File: src/rtl/score_keeper.sv
// Two-player billiard score keeper: per-player two-digit BCD scores, turn
// tracking, win detection and a blink enable for the winner's digits.
module score_keeper #(
  parameter logic [7:0]  WIN_SCORE = 8'h15,
  parameter int unsigned BLINK_DIV = 25_000_000
) (
  input  logic       clk,
  input  logic       resetN,
  input  logic       startOfGame,
  input  logic       ballPocketed,
  input  logic [3:0] points,
  input  logic       foul,
  input  logic       turnEnd,
  output logic [3:0] p0Tens,
  output logic [3:0] p0Ones,
  output logic [3:0] p1Tens,
  output logic [3:0] p1Ones,
  output logic       currentPlayer,
  output logic       gameOver,
  output logic       winner,
  output logic       blinkOn
);

  localparam int unsigned CW = $clog2(BLINK_DIV);
  localparam logic [CW-1:0] CNT_MAX = CW'(BLINK_DIV - 1);

  typedef enum logic {PLAY, OVER} state_t;

  state_t        state, state_n;
  logic [3:0]    p0t_n, p0o_n, p1t_n, p1o_n;
  logic          cur_n, win_n, scored, scored_n, blink_n;
  logic [CW-1:0] cnt, cnt_n;

  logic [3:0] pts_c, sel_t, sel_o, add_t, add_o;
  logic [4:0] sum;
  logic       toggle;

  // BCD add of the clamped points onto the current player's score,
  // saturating at 99 instead of wrapping.
  always_comb begin
    pts_c = (points > 4'd9) ? 4'd9 : points;
    sel_t = currentPlayer ? p1Tens : p0Tens;
    sel_o = currentPlayer ? p1Ones : p0Ones;
    sum   = {1'b0, sel_o} + {1'b0, pts_c};
    add_t = sel_t;
    add_o = sum[3:0];
    if (sum > 5'd9) begin
      add_o = 4'(sum - 5'd10);
      if (sel_t == 4'd9) begin
        add_t = 4'd9;
        add_o = 4'd9;
      end else begin
        add_t = sel_t + 4'd1;
      end
    end
  end

  // Next-state logic: event priority is startOfGame, foul, ballPocketed, turnEnd.
  always_comb begin
    state_n  = state;
    p0t_n    = p0Tens;
    p0o_n    = p0Ones;
    p1t_n    = p1Tens;
    p1o_n    = p1Ones;
    cur_n    = currentPlayer;
    win_n    = winner;
    scored_n = scored;
    blink_n  = blinkOn;
    cnt_n    = cnt;
    toggle   = 1'b0;

    case (state)
      PLAY: begin
        cnt_n   = '0;
        blink_n = 1'b1;
        if (foul) begin
          toggle   = 1'b1;
          scored_n = 1'b0;
        end else if (ballPocketed) begin
          if (currentPlayer) begin
            p1t_n = add_t;
            p1o_n = add_o;
          end else begin
            p0t_n = add_t;
            p0o_n = add_o;
          end
          scored_n = 1'b1;
          if ({add_t, add_o} >= WIN_SCORE) begin
            state_n = OVER;
            win_n   = currentPlayer;
          end
        end
        // A foul already passed the turn; turnEnd must not toggle it back.
        if (turnEnd) begin
          if (!foul && !scored_n) toggle = 1'b1;
          scored_n = 1'b0;
        end
        if (toggle) cur_n = ~currentPlayer;
      end
      OVER: begin
        if (cnt == CNT_MAX) begin
          cnt_n   = '0;
          blink_n = ~blinkOn;
        end else begin
          cnt_n = cnt + CW'(1);
        end
      end
      default: state_n = PLAY;
    endcase

    if (startOfGame) begin
      state_n  = PLAY;
      p0t_n    = '0;
      p0o_n    = '0;
      p1t_n    = '0;
      p1o_n    = '0;
      cur_n    = 1'b0;
      win_n    = 1'b0;
      scored_n = 1'b0;
      blink_n  = 1'b1;
      cnt_n    = '0;
    end
  end

  // State and output registers.
  always_ff @(posedge clk or negedge resetN) begin
    if (!resetN) begin
      state         <= PLAY;
      p0Tens        <= '0;
      p0Ones        <= '0;
      p1Tens        <= '0;
      p1Ones        <= '0;
      currentPlayer <= 1'b0;
      winner        <= 1'b0;
      scored        <= 1'b0;
      blinkOn       <= 1'b1;
      cnt           <= '0;
    end else begin
      state         <= state_n;
      p0Tens        <= p0t_n;
      p0Ones        <= p0o_n;
      p1Tens        <= p1t_n;
      p1Ones        <= p1o_n;
      currentPlayer <= cur_n;
      winner        <= win_n;
      scored        <= scored_n;
      blinkOn       <= blink_n;
      cnt           <= cnt_n;
    end
  end

  assign gameOver = (state == OVER);

endmodule

File: config.mk
export PLATFORM = sky130hd
export DESIGN_NAME = score_keeper
export DESIGN_NICKNAME = d
export VERILOG_FILES = /design/src/rtl/score_keeper.sv
export SDC_FILE = /design/constraint.sdc
export NUM_CORES = 1
export LEC_CHECK = 0
export BUFFER_PORTS_ARGS = -buffer_cell sky130_fd_sc_hd__buf_4
export CAP_MARGIN = 30
export CORE_MARGIN = 4
export CORE_UTILIZATION = 52
export DETAILED_ROUTE_END_ITERATION = 7
export GPL_TIMING_DRIVEN = 1
export HOLD_SLACK_MARGIN = 0.02
export PLACE_DENSITY = 0.73
export SLEW_MARGIN = 25
export SYNTH_ARGS = -nofsm -noshare
export SYNTH_HDL_FRONTEND = slang
export SYNTH_SLANG_ARGS = --single-unit
File: constraint.sdc
create_clock -name clk -period 3.9 [get_ports clk]
set_input_delay 0.78 -clock clk [delete_from_list [all_inputs] [get_ports clk]]
set_output_delay 0.78 -clock clk [all_outputs]
set_load 0.01 [all_outputs]
# Yosys cells after proc, flatten, opt, wreduce, memory -nomap -nowiden
# Index checks and enable logic that the tools add are counted.
[op_classes] bitwise=3 n_eq_ne=6 n_mux=56 order_cmp=3 reduce_logical=11 n_addsub=4
[op_table] operator="two-way mux 4 bit" count=27
[op_table] operator="two-way mux 25 bit" count=2
[op_table] operator="case mux 25 bit (2 select lines)" count=1
[op_table] operator="adder 25 x 1 -> 25 bit (second input constant)" count=1
[op_table] operator="== test 25 bit (second input constant)" count=1
[op_table] operator="two-way mux 1 bit" count=25
[op_table] operator="AND reduction 4 bit" count=3
[op_table] operator="greater-or-equal comparator 8 x 5 -> 1 bit (second input constant)" count=1
[op_table] operator="nonzero test 2 bit" count=4
[op_table] operator="inequality test 2 bit (second input constant)" count=3
[op_table] operator="adder 4 x 4 -> 5 bit" count=1
[op_table] operator="> comparator 5 x 4 -> 1 bit (second input constant)" count=1
[op_table] operator="adder 4 x 1 -> 4 bit (second input constant)" count=1
[op_table] operator="== test 4 bit (second input constant)" count=1
[op_table] operator="> comparator 4 bit (second input constant)" count=1
[op_table] operator="subtractor 4 bit (second input constant)" count=1
[op_table] operator="inequality test 3 x 2 -> 1 bit (second input constant)" count=1
[op_table] operator="NOT 1 bit" count=3
[op_table] operator="zero test 1 bit" count=2
[op_table] operator="case mux 1 bit (2 select lines)" count=1
[op_table] operator="AND reduction 2 bit" count=1
[op_table] operator="logical AND 1 bit" count=1
[word_totals] wordCells=93 inputBits=10 regBits=46 out_inout_bits=20

# Longest topological paths before layout
[depth] depth_word=12 depth_mapped=16 depth_no_buf=15

# Worst setup path after synthesis
# Ideal clock, no wire load.
[synth_path] kind="register -> register" start="register currentPlayer" end="register state, in the netlist gameOver" n_path_buf=2 period_less_slack_ns=3.553 arrival_time_ns=3.418 path_slack_ns=0.347 required_time_ns=3.765 path_stages_with_launch=16 setup_time_ns=0.135 cell_sequence="dfrtp_1 -> buf_6 -> clkbuf_1 -> mux2_2 -> ha_1 -> inv_1 -> fa_1 -> xnor2_1 -> inv_1 -> ha_1 -> inv_1 -> nand3_1 -> o21ai_2 -> or3b_2 -> a221oi_1 -> nor3_1"
[synth_between] elab_chain_cells=11 elab_cells_between_ends=17 classes_between="add/sub: 3; order compare: 2; eq/ne: 1; mux: 11"
[synth_rtl] element="start, declared" line="18" rtl="output logic currentPlayer,"
[synth_rtl] element="start signal, assigned" line="144" rtl="currentPlayer <= cur_n;"
[synth_rtl] element="two-way mux 4 bit" line="43" rtl="sel_o = currentPlayer ? p1Ones : p0Ones;"
[synth_rtl] element="adder 4 x 4 -> 5 bit" line="44" rtl="sum = {1'b0, sel_o} + {1'b0, pts_c};"
[synth_rtl] element="subtractor 4 bit" line="48" rtl="add_o = 4'(sum - 5'd10);"
[synth_rtl] element="two-way mux 4 bit" line="49" rtl="if (sel_t == 4'd9) begin"
[synth_rtl] element="two-way mux 4 bit" line="47" rtl="if (sum > 5'd9) begin"
[synth_rtl] element="greater-or-equal comparator 8 x 5 -> 1 bit (*)" line="88" rtl="if ({add_t, add_o} >= WIN_SCORE) begin"
[synth_rtl] element="two-way mux 1 bit (*)" line="88"
[synth_rtl] element="two-way mux 1 bit (*)" line="79" rtl="end else if (ballPocketed) begin"
[synth_rtl] element="two-way mux 1 bit (*)" line="76" rtl="if (foul) begin"
[synth_rtl] element="two-way mux 1 bit (*)" line="72" rtl="case (state)"
[synth_rtl] element="two-way mux 1 bit (*)" line="111" rtl="if (startOfGame) begin"
[synth_rtl] element="named net state_n" line="29" rtl="state_t state, state_n;"
[synth_rtl] element="end signal, assigned" line="139" rtl="state <= state_n;"
[synth_rtl] element="end, declared" line="29"
# The timed path passes the listed nets; every way through them passes the cells marked *.
# A chain may end at the register's enable or synchronous reset.

# Worst setup path after layout
[layout_path] start="input port points[3]" end="register state, in the netlist gameOver"
[layout_between] elab_chain_cells=12 elab_cells_between_ends=14 classes_between="add/sub: 2; order compare: 3; mux: 9"
[layout_rtl] element="start, declared" line="11" rtl="input logic [3:0] points,"
[layout_rtl] element="> comparator 4 bit" line="41" rtl="pts_c = (points > 4'd9) ? 4'd9 : points;"
[layout_rtl] element="two-way mux 4 bit (*)" line="41"
[layout_rtl] element="adder 4 x 4 -> 5 bit (*)" line="44"
[layout_rtl] element="subtractor 4 bit" line="48"
[layout_rtl] element="two-way mux 4 bit" line="49"
[layout_rtl] element="two-way mux 4 bit" line="47"
[layout_rtl] element="greater-or-equal comparator 8 x 5 -> 1 bit (*)" line="88"
[layout_rtl] element="two-way mux 1 bit (*)" line="88"
[layout_rtl] element="two-way mux 1 bit (*)" line="79"
[layout_rtl] element="two-way mux 1 bit (*)" line="76"
[layout_rtl] element="two-way mux 1 bit (*)" line="72"
[layout_rtl] element="two-way mux 1 bit (*)" line="111"
[layout_rtl] element="named net state_n" line="29"
# Marked as above.

==> run metrics <==
gpl congestion a little over 0.8; final hold violations 0; crit path time final 3.347 ns; HP Class in2async; non-filler cells, final 393; Final period util 85.83%; Clock Latency Late Sink around 0.30 ns; Clock Sinks between 40 and 50; Area Overhead vs Synth 14.02%; initial core utilization about 53%; Syn Area/Cell 9.356 um2; Cell Area, Placed between 3000 and 4000 um2; Avg Vias per Cell 5.321; run status complete, no violations; num ports 30; Max Fanout on Critical Path 7; final worst setup slack between 0.5 and 0.6 ns; clock tree buffer depth 2; fmax 298.8 MHz; RSZ-0062 raised after global routing false; Slew Viols, Final 0; Post-Route WL roughly 5.3 mm; final net count 339; gr usage total 17.98%; vias post-DR 2,091; post-DP HPWL 3.917 mm; Post-CTS Resized 0; initial antenna violation count 0; Setup WS pre-CTS 0.2450 ns; IO Port Bufs 29; Pwr Density approximately 540 nW/um2; drt wl/cell around 13 um; Remaining DRCs 0; clk slew on worst S/H paths approximately 0.080 ns; first-pass GRT wire length between 9 and 10 mm; number of max-cap violations 0; largest net degree at the start of global routing 47; layout cells sized above 1 roughly a fifth; # Post-CTS Setup Buffers 0; die width approximately 80 um; die height ~80 um; drt first-iter violations 63; sequential fraction of the synthesis area a little over two fifths; ys flop type dfrtp_1; Pre-antenna DRT Iters 4; hold-fix buffer count after cts 0; Final ANT Viol Nets 0; Async SR Flop Fraction 100.0%; CTS H-tree depth 2; crit start category input pin; Worst Tran Pin Value ~0.56 ns; Worst slew margin a little over three fifths; antenna cells 0; vias in the first global route 1,987; WP data arrival ~3.5 ns; clk root buf clkbuf_8; yosys warns 0; setup TNS 0 ns; syn_nets roughly 310; clock skew 0.003061 ns; die footprint between 6000 and 7000 um2; Mapped Area 2723 um2; Required @ worst endpoint between 4 and 5 ns; gr ovfl total 0; Final Instance Area around 3100 um2; Peak VDD IR around 320 uV; CTS tree done; CTS Buf Count 5; Post-synth EDFFs 0; flops & latches, synth 46; Final setup viols 0; Distinct cells, synth 49; placed insts about 390; post-synthesis cell count ~290; Crit Path Category in2reg; # rows 26; Pleak approximately 1.3 nW; core area approximately 5100 um2; element type at the critical path end flop
[cell type report]
class / count / area, um2
sequential: 46 / 1152
timing repair buffer: 34 / 255.2
inverter: 10 / 37.54
multi-input combinational: 225 / 1485
fill: 446 / 2003
clock inverter: 2 / 13.76
tap: 70 / 87.58
clock buffer: 6 / 72.57
[stage by stage]
step	hold slack [ns]	util, %	power, mW
finish	0.4565	60.78	1.670
global route	0.5072	60.78	1.786
CTS	0.4866	60.78	1.681
detailed placement	0.4892	59.09	1.391
global placement	0.4703	59.09	1.379
floorplan	0.4549	-	1.171
[state kept, by name (all words and copies together) (netlist names), 4 cells and up]
name / count
cnt: 25
p0Ones: 4
p0Tens: 4
p1Ones: 4
p1Tens: 4
[Yosys cell counts, drive strengths merged, types with 2 or more instances]
| cell | n | area, um2 |
|---|---|---|
| xnor2 | 13 | 113.9 |
| o31ai | 10 | 75.07 |
| clkbuf | 7 | 26.28 |
| o21ai | 8 | 55.06 |
| or3b | 4 | 37.54 |
| buf | 3 | 21.27 |
| ha | 6 | 75.07 |
| nor2b | 6 | 37.54 |
| or3 | 3 | 23.77 |
| dfrtp | 45 | 1126 |
| a21oi | 11 | 58.81 |
| inv | 10 | 37.54 |
| nand4 | 2 | 12.51 |
| nand2b | 6 | 37.54 |
| and3 | 6 | 42.54 |
| nand2 | 33 | 123.9 |
| mux2 | 11 | 123.9 |
| a21o | 2 | 15.01 |
| mux2i | 3 | 30.03 |
| nor3 | 5 | 25.02 |
| nor2 | 44 | 165.2 |
| nand3b | 4 | 30.03 |
| nand3 | 16 | 80.08 |
| a31oi | 2 | 42.54 |
| xor2 | 15 | 131.4 |
[power by group]
part	internal [mW]	switching [mW]	total (mW)
combinational	0.372	0.437	0.808
clock	0.127	0.159	0.286
sequential	0.527	0.0499	0.576
total	1.02	0.646	1.67
[layout by cell type (no fill, tap or decap), types with 4 or more instances in the layout]
cell type	synthesis	layout
xnor2_1	13	13
dfrtp_1	45	45
o21ai_0	6	6
nand3b_1	4	4
nand2_1	33	33
a21oi_1	10	10
mux2_2	11	11
and3_1	5	5
xor2_1	15	15
nor2_1	44	44
nor2b_1	6	6
clkbuf_8	0	5
nand2b_1	6	6
buf_4	0	34
nand3_1	16	16
ha_1	6	6
o31ai_1	10	10
inv_1	10	10
nor3_1	5	5
[worst paths after layout]
path	from	end	slack (ns)	cells past startpoint
max in group asynchronous	resetN	cnt[14]	3.05	1
min in group clk	cnt[0]	cnt[0]	0.50	1
worst min register to register	cnt[0]	cnt[0]	0.50	1
worst max register to register	currentPlayer	gameOver	0.57	13
worst min-delay path	resetN	p0Ones[3]	0.46	1
worst max-delay path	points[3]	gameOver	0.55	15
[metal layers]
metal | share of wire (%) | GRT usage (%) | wire length (um) | vias up
met5 | 0 | 0 | 0 | -
met4 | 0.80 | 3.547 | 42 | 0
met3 | 3.7 | 4.821 | 195 | 7
met2 | 49 | 29.47 | 2554 | 29
met1 | 47 | 23.97 | 2469 | 1003
li1 | - | - | - | 1052
[logic make-up after synthesis]
| kind of cell | count (synthesis) | synth area share [%] |
|---|---|---|
| flip-flops | 46 | 42.33 |
| XOR/XNOR | 28 | 9.008 |
| buffers and inverters | 20 | 3.125 |
| multiplexers | 14 | 5.653 |
| AO/OA/AOI/OAI | 40 | 11.63 |
| adder cells (fa/ha/maj) | 8 | 3.906 |
| AND/OR/NAND/NOR | 135 | 24.36 |
[worst max-delay path, cell delays in order]
cell	delay [ns]
buf_4	0.10
o21ai_0	0.07
nand2b_1	0.08
ha_1	0.20
inv_1	0.07
fa_1	0.41
xnor2_1	0.20
inv_1	0.08
ha_1	0.21
inv_1	0.12
nand3_1	0.13
o21ai_2	0.26
or3b_2	0.48
a221oi_1	0.25
nor3_1	0.08
Power figures use the tool's default switching activity.
